===== config.mk =====
export PLATFORM = sky130hd
export DESIGN_NAME = branch_resolve_unit
export DESIGN_NICKNAME = d
export VERILOG_FILES = /design/src/rtl/riscv_pkg.sv /design/src/rtl/branch_cond.sv /design/src/rtl/branch_resolve_unit.sv
export SDC_FILE = /design/constraint.sdc
export NUM_CORES = 1
export LEC_CHECK = 0
export BUFFER_PORTS_ARGS = -buffer_cell sky130_fd_sc_hd__buf_4
export CORE_ASPECT_RATIO = 1.75
export CORE_MARGIN = 4
export CORE_UTILIZATION = 49
export CTS_CLUSTER_DIAMETER = 40
export DETAILED_ROUTE_END_ITERATION = 7
export PLACE_DENSITY = 0.78
export SLEW_MARGIN = 20
export SYNTH_ARGS = -nofsm -noshare
export SYNTH_HDL_FRONTEND = slang
export SYNTH_SLANG_ARGS = --single-unit

===== constraint.sdc =====
create_clock -name clk -period 2.4 [get_ports clk]
set_input_delay 0.12 -clock clk [delete_from_list [all_inputs] [get_ports clk]]
set_output_delay 0.12 -clock clk [all_outputs]
set_load 0.05 [all_outputs]

===== src/rtl/riscv_pkg.sv =====
// Shared RV32I definitions for the EX-stage branch resolution logic.
package riscv_pkg;

  // B-type funct3 encodings
  localparam logic [2:0] F3_BEQ  = 3'b000;
  localparam logic [2:0] F3_BNE  = 3'b001;
  localparam logic [2:0] F3_BLT  = 3'b100;
  localparam logic [2:0] F3_BGE  = 3'b101;
  localparam logic [2:0] F3_BLTU = 3'b110;
  localparam logic [2:0] F3_BGEU = 3'b111;

  // Redirect sequencer states
  typedef enum logic [0:0] {
    BR_IDLE,
    BR_REDIRECT
  } br_state_t;

endpackage


===== src/rtl/branch_cond.sv =====
// Branch condition evaluator: maps funct3 plus ALU flags from A-B to a taken decision.
module branch_cond
  import riscv_pkg::*;
(
  input  logic [2:0] funct3_i,
  input  logic       zero_i,
  input  logic       neg_i,
  input  logic       carry_i,
  input  logic       ovf_i,
  output logic       taken_o,
  output logic       illegal_o
);

  // Decode the condition; carry is the no-borrow flag of A+~B+1, so C=1 means A>=B unsigned
  always_comb begin
    taken_o   = 1'b0;
    illegal_o = 1'b0;
    unique case (funct3_i)
      F3_BEQ:  taken_o = zero_i;
      F3_BNE:  taken_o = ~zero_i;
      F3_BLT:  taken_o = neg_i ^ ovf_i;
      F3_BGE:  taken_o = ~(neg_i ^ ovf_i);
      F3_BLTU: taken_o = ~carry_i;
      F3_BGEU: taken_o = carry_i;
      default: illegal_o = 1'b1;
    endcase
  end

endmodule


===== src/rtl/branch_resolve_unit.sv =====
// EX-stage branch resolution: registers the branch/jump decision, sequences a one-cycle
// PC redirect plus IF/ID and ID/EX flush, and keeps saturating branch statistics.
module branch_resolve_unit
  import riscv_pkg::*;
#(
  parameter int unsigned XLEN  = 32,
  parameter int unsigned CNT_W = 16
) (
  input  logic             clk,
  input  logic             rst,
  input  logic             valid_e,
  input  logic             stall_e,
  input  logic             branch_e,
  input  logic             jump_e,
  input  logic [2:0]       funct3_e,
  input  logic             zero_e,
  input  logic             neg_e,
  input  logic             carry_e,
  input  logic             ovf_e,
  input  logic [XLEN-1:0]  pc_target_e,
  output logic             pcsrc_o,
  output logic [XLEN-1:0]  pc_target_o,
  output logic             flush_d_o,
  output logic             flush_e_o,
  output logic             illegal_br_o,
  output logic [CNT_W-1:0] br_count_o,
  output logic [CNT_W-1:0] taken_count_o
);

  localparam logic [CNT_W-1:0] CntMax = '1;

  br_state_t        state_q, state_d;
  logic [XLEN-1:0]  target_q, target_d;
  logic [CNT_W-1:0] br_cnt_q, br_cnt_d;
  logic [CNT_W-1:0] tk_cnt_q, tk_cnt_d;
  logic             illegal_q, illegal_d;
  logic             cond_taken, cond_illegal;
  logic             accept, take;

  branch_cond u_cond (
    .funct3_i  (funct3_e),
    .zero_i    (zero_e),
    .neg_i     (neg_e),
    .carry_i   (carry_e),
    .ovf_i     (ovf_e),
    .taken_o   (cond_taken),
    .illegal_o (cond_illegal)
  );

  // Next-state: evaluate only in IDLE; the REDIRECT cycle holds a wrong-path instruction
  always_comb begin
    state_d   = state_q;
    target_d  = target_q;
    br_cnt_d  = br_cnt_q;
    tk_cnt_d  = tk_cnt_q;
    illegal_d = 1'b0;
    accept    = 1'b0;
    take      = 1'b0;
    unique case (state_q)
      BR_IDLE: begin
        accept = valid_e & ~stall_e & (branch_e | jump_e);
        // Jump wins over branch when both are flagged
        take   = jump_e | cond_taken;
        if (accept) begin
          illegal_d = ~jump_e & cond_illegal;
          if (br_cnt_q != CntMax) br_cnt_d = br_cnt_q + 1'b1;
          if (take) begin
            state_d  = BR_REDIRECT;
            target_d = pc_target_e;
            if (tk_cnt_q != CntMax) tk_cnt_d = tk_cnt_q + 1'b1;
          end
        end
      end
      BR_REDIRECT: state_d = BR_IDLE;
      default:     state_d = BR_IDLE;
    endcase
  end

  // State, target, statistics and illegal pulse registers
  always_ff @(posedge clk or negedge rst) begin
    if (!rst) begin
      state_q   <= BR_IDLE;
      target_q  <= '0;
      br_cnt_q  <= '0;
      tk_cnt_q  <= '0;
      illegal_q <= 1'b0;
    end else begin
      state_q   <= state_d;
      target_q  <= target_d;
      br_cnt_q  <= br_cnt_d;
      tk_cnt_q  <= tk_cnt_d;
      illegal_q <= illegal_d;
    end
  end

  // Redirect and flushes are decoded straight from the state flop
  always_comb begin
    pcsrc_o       = (state_q == BR_REDIRECT);
    flush_d_o     = (state_q == BR_REDIRECT);
    flush_e_o     = (state_q == BR_REDIRECT);
    pc_target_o   = target_q;
    illegal_br_o  = illegal_q;
    br_count_o    = br_cnt_q;
    taken_count_o = tk_cnt_q;
  end

endmodule


**Yosys cells after proc, flatten, opt, wreduce, memory -nomap -nowiden**

Index checks and enable logic that the tools add are counted.

- Flip-flop bits (word level): 66
- Memories kept: 0
- RAM bits: 0
- Bits in read-only memories: 0
- Bits in latches: 0

- Order comparisons: 0
- Multipliers: 0
- Muxes and demuxes: 7
- Shift-type cells: 0
- Add/subtract/negate cells: 2
- Reduce and logical (&&, ||, !) cells: 5
- Bitwise logic cells: 12
- Equality and inequality tests: 7
- Divide/modulo/power cells: 0

Operator list:

| kind | number |
|---|---|
| adder 16 x 1 -> 16 bit (second input constant) | 2 |
| inequality test 16 bit (second input constant) | 2 |
| == test 3 bit (second input constant) | 4 |
| NOT 1 bit | 6 |
| one-hot mux 1 bit (6 select lines) | 1 |
| AND reduction 3 bit | 2 |
| OR reduction 6 bit | 1 |
| two-way mux 1 bit | 5 |
| AND reduction 4 bit | 1 |
| AND 1 bit | 3 |
| == test 3 x 1 -> 1 bit (second input constant) | 1 |
| zero test 3 bit | 1 |
| bitwise OR 1 bit | 2 |
| one-hot mux 1 bit (2 select lines) | 1 |
| bitwise XOR 1 bit | 1 |

**Depth between registers and ports, before layout**

Gate-level depths: netlist of run 1.

- Depth after elaboration: 7
- Mapped depth: 7

**Modules after synthesis**

From an unflattened synthesis of run 1, not the netlist that was laid out.

- Cells, all modules: 297
- Area, all modules: 3,054.2 sq um

By module, submodules not included:

| module | cells each | times used | sequential area each (sq um) | area each (sq um) |
|---|---|---|---|---|
| branch_resolve_unit | 286 | 1 | 1,651.6 | 2,980.4 |
| branch_cond | 11 | 1 | 0.0 | 73.8 |

**Least setup slack after synthesis of run 1**

Ideal clock, no wire load.

- Kind: reg2reg
- Start point: register br_cnt_q[0], in the netlist br_count_o[0]
- End point: register br_cnt_q[1], in the netlist br_count_o[1]
- Arrival: 2.084 ns
- Slack: 0.191 ns
- Data required time: 2.275 ns
- Period minus slack after synthesis: 2.209 ns
- Stages on the path, launching flop included: 6
- Cells stage by stage: dfrtp_1 > ha_1 > and4_1 > nand3_1 > o21ai_1 > mux2_2

- Word-level cells in the longest chain between the ends: 2

RTL lines:

| element | line | RTL |
|---|---|---|
| start, declared | branch_resolve_unit.sv:34 | `logic [CNT_W-1:0] br_cnt_q, br_cnt_d;` |
| start signal, assigned | branch_resolve_unit.sv:90 | `br_cnt_q <= br_cnt_d;` |
| parallel branches: the longest is 2 deep, another holds adder 16 x 1 -> 16 bit | - |  |

Several ways; the timed one is not identified.
A chain may end at the register's enable or synchronous reset.

**Final worst setup path of run 1**

- Start point: input funct3_e[2]
- End point: register target_q[29], in the netlist pc_target_o[29]

- Word-level cells in the longest chain between the ends: 4

RTL lines:

| element | line | RTL |
|---|---|---|
| start, declared | branch_resolve_unit.sv:15 | `input logic [2:0] funct3_e,` |
| == test 3 bit (tied with other cells) | branch_cond.sv:18 | `unique case (funct3_i)` |
| one-hot mux 1 bit (6 select lines) * | branch_cond.sv:18 |  |
| bitwise OR 1 bit * | branch_resolve_unit.sv:63 | `take = jump_e \| cond_taken;` |
| AND reduction 3 bit (no line) * | - |  |
| end signal, assigned | branch_resolve_unit.sv:89 | `target_q <= target_d;` |
| end, declared | branch_resolve_unit.sv:33 | `logic [XLEN-1:0] target_q, target_d;` |

Mark *: on every way between the ends. The rest lies on a longest branch, timed or not.

==> flow_summary.toml, run 1 <==
[status]
outcome = "completed"

[clock_tree]
cts_buffers = 9
cts_sinks = 66
cts-htree-levels = 3
ctsHoldBuffers = 15
post-cts-setup-buffers = 0
root_buffer = "clkbuf_8"
cts.clk_slew.worst_paths_ns = 0.07
clock_latency_ns = 0.34
cts_resized = 0
cts_tree = "built"
clk_path_buf_depth = 2

[worst_setup_path]
arrival_ns = 2.25
max_stage_delay_ns = 0.59
path_max_fanout = 33
crit_chain = "dlygate4sd3_1 > buf_4 > nor3b_2 > or4_4 > nand2_8 > mux2_1"
path_delay_family = "simple AND/OR/NAND/NOR gates"
cp.buffers_inverters = 2
end_kind = "flip-flop"
critPathRequiredTime_ns = 2.62
cp-start-kind = "input port"
cp_slowest_cell = "or4_4"
worst-setup-path-type = "input port to flip-flop"

[final_layout]
drive_above_1_share = 0.442
diodes = 0
fin_nets = 413
postLayoutCoreUtil = 0.699
syn_to_final_growth_pct = 39.3

[hold_path]
hold_path_class = "input port to flip-flop"

[floorplanning]
dieArea_sq_um = 7710
core_sq_um = 6180
start_util = 0.502
ios = 113
rows = 38
dieWidth_microns = 68.1
die_h_microns = 113

[routing]
ant_nets = 0
drt_wl_total_microns = 7320
wl_met3_microns = 477
viasPerCell = 5.23
drt_iter0_drc = 126
drc = 0
wl_met1_microns = 2840
dr.max_layer_used = "met4"
vias = 2360
routedWlPerCell_microns = 16.2
first_pass_iters = 4
wl_met2_microns = 3820

[pwr]
total_leakage_power_nw = 2.20
p_total_mw = 4.18
p_per_area_nw_per_um2 = 967
vdd_drop_max_v = 0.000633

[timing]
finalCriticalPeriod_ns = 2.03
fin_crit_sh = 0.846
final_hold_viol_count = 0
worst_slew_pin_slew_ns = 0.840
fmax_ghz = 0.492
rsz0062_at_grt = "no"
setup_viol = 0
fin_skew_ns = 0.00869
slew_headroom = 0.440
finalSetupTns_ns = 0
drv_slew = 0

[logic_synthesis]
synth_top_area_cell = "dfrtp_1"
synth-edff-count = 0
synth_cells = 232
syn_nets = 279
ys_seq_area_frac = 0.533
yosysUniqueCellTypes = 38
netlist.area_leader.share = 0.533
synth_ff_type = "dfrtp_1"
syn_area_per_cell_sq_um = 13.4
yosys.area_share.simple = 0.157
synthTopCellsByArea = "dfrtp_1, mux2_4, xor2_1, nand3_1, xnor2_1"
synth_top_family_by_area = "multiplexers"
synthMuxAreaShare = 0.173
syn-cell-area_sq_um = 3100
synth_fa_ha_area_frac = 0.00807
synth_compound_area_frac = 0.0169
yosys_warnings = 0
synth-async-reset-ratio = 1.00
ys_ff_latch = 66
synthXorXnorAreaFrac = 0.0807

[global_route]
antenna_found_initial = 0
gr-total-overflow = 0
grt_pass1_vias = 2458
track_usage = 0.202
grt_start_max_net_pins = 67
grt_pass1_wl_microns = 11800

[place]
hpwl_microns = 5250
numPortBuffers = 112
gp_congestion = 0.761

[job]
drv_cap = 0
[stage by stage]
stage          instance area (sq um)  hold slack, ns  setup WS [ns]  cells
2_1_floorplan                   3100          -0.176          0.191    232
3_3_place_gp                    3970           0.267          0.337    420
3_5_place_dp                    3970           0.271          0.296    420
4_1_cts                         4320         0.00125          0.384    451
5_1_grt                         4320         0.00461          0.271    451
6_report                        4320          0.0158          0.369    451
[kinds of logic after synthesis]
| group | count (synthesis) |
|---|---|
| flip-flops | 66 |
| buffers and inverters | 9 |
| adder cells (fa/ha/maj) | 2 |
| multiplexers | 38 |
| AND/OR/NAND/NOR | 83 |
| AO/OA/AOI/OAI | 7 |
| XOR/XNOR | 27 |
[flip-flops by register name, summed over array words and instances, names as in the netlist]
register / cells
pc_target_o: 32
br_count_o: 16
taken_count_o: 16
flush_d_o: 1
illegal_br_o: 1
[cell usage after synthesis (2+ instances only)]
library cell	instances
and3_1	2
and4_1	5
buf_12	3
buf_4	2
dfrtp_1	66
ha_1	2
inv_1	2
mux2_1	6
mux2_2	3
mux2_4	29
nand2_1	17
nand2b_1	3
nand3_1	15
nand4_1	8
nor2_1	7
nor3_1	9
nor4_1	6
nor4b_1	3
xnor2_1	8
xor2_1	18
[per-layer routing]
layer | track usage | up-vias
li1 | - | 1103
met5 | 0 | -
met2 | 0.341 | 101
met1 | 0.235 | 1142
met4 | 0.0890 | 0
met3 | 0.0487 | 14
[where the power goes]
group / switching [mW] / internal [mW]
logic: 1.09 / 0.612
clock network: 0.392 / 0.537
registers: 0.212 / 1.33
total: 1.69 / 2.48
[final timing paths]
kind	endpoint	depth (start not counted)	start	slack [ns]
worst min register to register	pc_target_o[30]	1	pc_target_o[30]	0.50
worst min-delay path	pc_target_o[3]	2	pc_target_e[3]	0.02
worst max register to register	br_count_o[15]	5	flush_d_o	0.47
worst max-delay path	pc_target_o[29]	6	funct3_e[2]	0.37
max in group asynchronous	pc_target_o[15]	2	rst	1.42
min in group asynchronous	taken_count_o[5]	2	rst	0.41
[final cells by class]
| cell class | count | area, sq um |
|---|---|---|
| fill | 477 | 1860 |
| sequential | 66 | 1650 |
| multi-input combinational | 157 | 1350 |
| timing repair buffer | 129 | 1010 |
| clock buffer | 14 | 163 |
| tap | 80 | 100 |
| clock inverter | 2 | 35.0 |
| inverter | 3 | 11.3 |
[layout by cell type, fill, tap and decap left out, drive strengths merged, types with 5 or more instances in the layout]
cell type,count
xor2,18
nor2,7
mux2,38
dfrtp,66
and4,5
nand4,8
dlygate4sd3,15
buf,114
nor4,7
nand2,18
nand3,15
clkbuf,14
xnor2,8
nor3,9
(Power assumes the default switching activity.)
==> run 2: changes to the inputs <==
==> constraint.sdc (replaced) <==
create_clock -name clk -period 1.9 [get_ports clk]
set_input_delay 0.095 -clock clk [delete_from_list [all_inputs] [get_ports clk]]
set_output_delay 0.095 -clock clk [all_outputs]
set_load 0.05 [all_outputs]
==> flow_summary.toml, run 2 (synthesis results as in run 1) <==
[global_route]
gr-usage-met1 = 0.270
grt_start_max_net_pins = 67
top_usage_layer = "met2"
antenna_found_initial = 0
gr-total-overflow = 0
track_usage = 0.228
grt_pass1_wl_microns = 13300
use_met3 = 0.0477
grt_use_met2 = 0.380
grt_pass1_vias = 2726

[timing]
slew_headroom = 0.453
fin_skew_ns = 0.00485
fmax_ghz = 0.553
final_hold_viol_count = 0
fin_crit_sh = 0.952
worst_slew_pin_slew_ns = 0.820
finalSetupTns_ns = 0
finalCriticalPeriod_ns = 1.81
drv_slew = 0
setup_viol = 0

[floorplanning]
dieArea_sq_um = 7710
start_util = 0.502
die_h_microns = 113
rows = 38
core_sq_um = 6180
ios = 113
dieWidth_microns = 68.1

[pwr]
total_leakage_power_nw = 2.36
p_total_mw = 5.48
vdd_drop_max_v = 0.00115
p_per_area_nw_per_um2 = 1160

[clock_tree]
cts_tree = "built"
cts_sinks = 66
clock_latency_ns = 0.34
cts_buffers = 9
root_buffer = "clkbuf_8"
cts-htree-levels = 3
clk_path_buf_depth = 2
cts.clk_slew.worst_paths_ns = 0.07

[place]
numPortBuffers = 112
hpwl_microns = 5490
gp_congestion = 0.899
place_area_sq_um = 4160

[job]
drv_cap = 0

[final_layout]
fin_nets = 450
largest_reg_flops = 32
layout.cells.most_common_list = "buf_4, dfrtp_1, dlygate4sd3_1"
layout_commonest_cell = "buf_4"
diodes = 0
syn_to_final_growth_pct = 52.7
drive_above_1_share = 0.510
postLayoutCellArea_sq_um = 4730

[routing]
drt_wl_total_microns = 8280
viasPerCell = 5.23
ant_nets = 0
drc = 0
first_pass_iters = 4
drt_iter0_drc = 126
vias = 2552
routedWlPerCell_microns = 17.0

[hold_path]
hold_path_class = "input port to flip-flop"

[worst_setup_path]
path_delay_family = "simple AND/OR/NAND/NOR gates"
path_max_fanout = 6
worst-setup-path-type = "flip-flop to flip-flop"
cp.buffers_inverters = 0
cp-start-kind = "flip-flop"
crit_chain = "ha_1 > and4_1 > nand2_1 > nor4b_1 > and3_1 > xor2_1"
max_stage_delay_ns = 0.40
end_kind = "flip-flop"
cp_slowest_cell = "dfrtp_2"
arrival_ns = 2.08
critPathRequiredTime_ns = 2.17

[status]
outcome = "completed"
## run 2: final cells by class
| type | count | area [sq um] |
|---|---|---|
| Clock inverter | 4 | 48.8 |
| Fill cell | 431 | 1450 |
| Timing Repair Buffer | 166 | 1360 |
| Sequential cell | 66 | 1680 |
| Multi-Input combinational cell | 157 | 1370 |
| Tap cell | 80 | 100 |
| Inverter | 3 | 11.3 |
| Clock buffer | 12 | 165 |
## run 2: worst register-to-register path, stage by stage, from the launching register on
cell	delay, ns
dfrtp_2	0.40
ha_1	0.28
and4_1	0.23
nand2_1	0.06
nor4b_1	0.40
and3_1	0.24
xor2_1	0.14
## run 2: power breakdown
| group | internal (mW) | total (mW) | switching (mW) |
|---|---|---|---|
| logic | 0.844 | 2.25 | 1.41 |
| clock network | 0.711 | 1.24 | 0.530 |
| registers | 1.70 | 1.99 | 0.285 |
| total | 3.26 | 5.48 | 2.22 |
## run 2: metal layers
metal	wire, microns	vias up
met2	4320	117
met4	249	0
met3	513	22
met1	3190	1231
li1	-	1182
met5	0	-
## run 2: through the flow
step                hold slack [ns]   util  setup slack (ns)  instances
floorplan                    -0.201      -           -0.0131        232
global placement              0.235  0.672           -0.0683        436
detailed placement            0.236  0.672           -0.0999        436
CTS                          0.0401  0.764            0.0846        487
global route                 0.0512  0.766           -0.0430        488
finish                       0.0597  0.766            0.0903        488
## run 2: path summary, 6_finish.rpt
check	startpoint	to	slack, ns	cells after the start
max in group asynchronous	rst	taken_count_o[3]	0.93	2
setup / recovery	br_count_o[0]	br_count_o[14]	0.09	6
setup reg to reg	br_count_o[0]	br_count_o[14]	0.09	6
hold reg to reg	br_count_o[5]	br_count_o[5]	0.49	1
hold / removal	funct3_e[1]	illegal_br_o	0.06	2
min in group asynchronous	rst	pc_target_o[22]	0.38	2
## run 2: timing repair
action                                  CTS  global route
buffers inserted                          0             1
resized for setup                         0             2
endpoints found under the setup margin    0            11
hold buffers                             35             0
hold endpoints to repair                 99             0
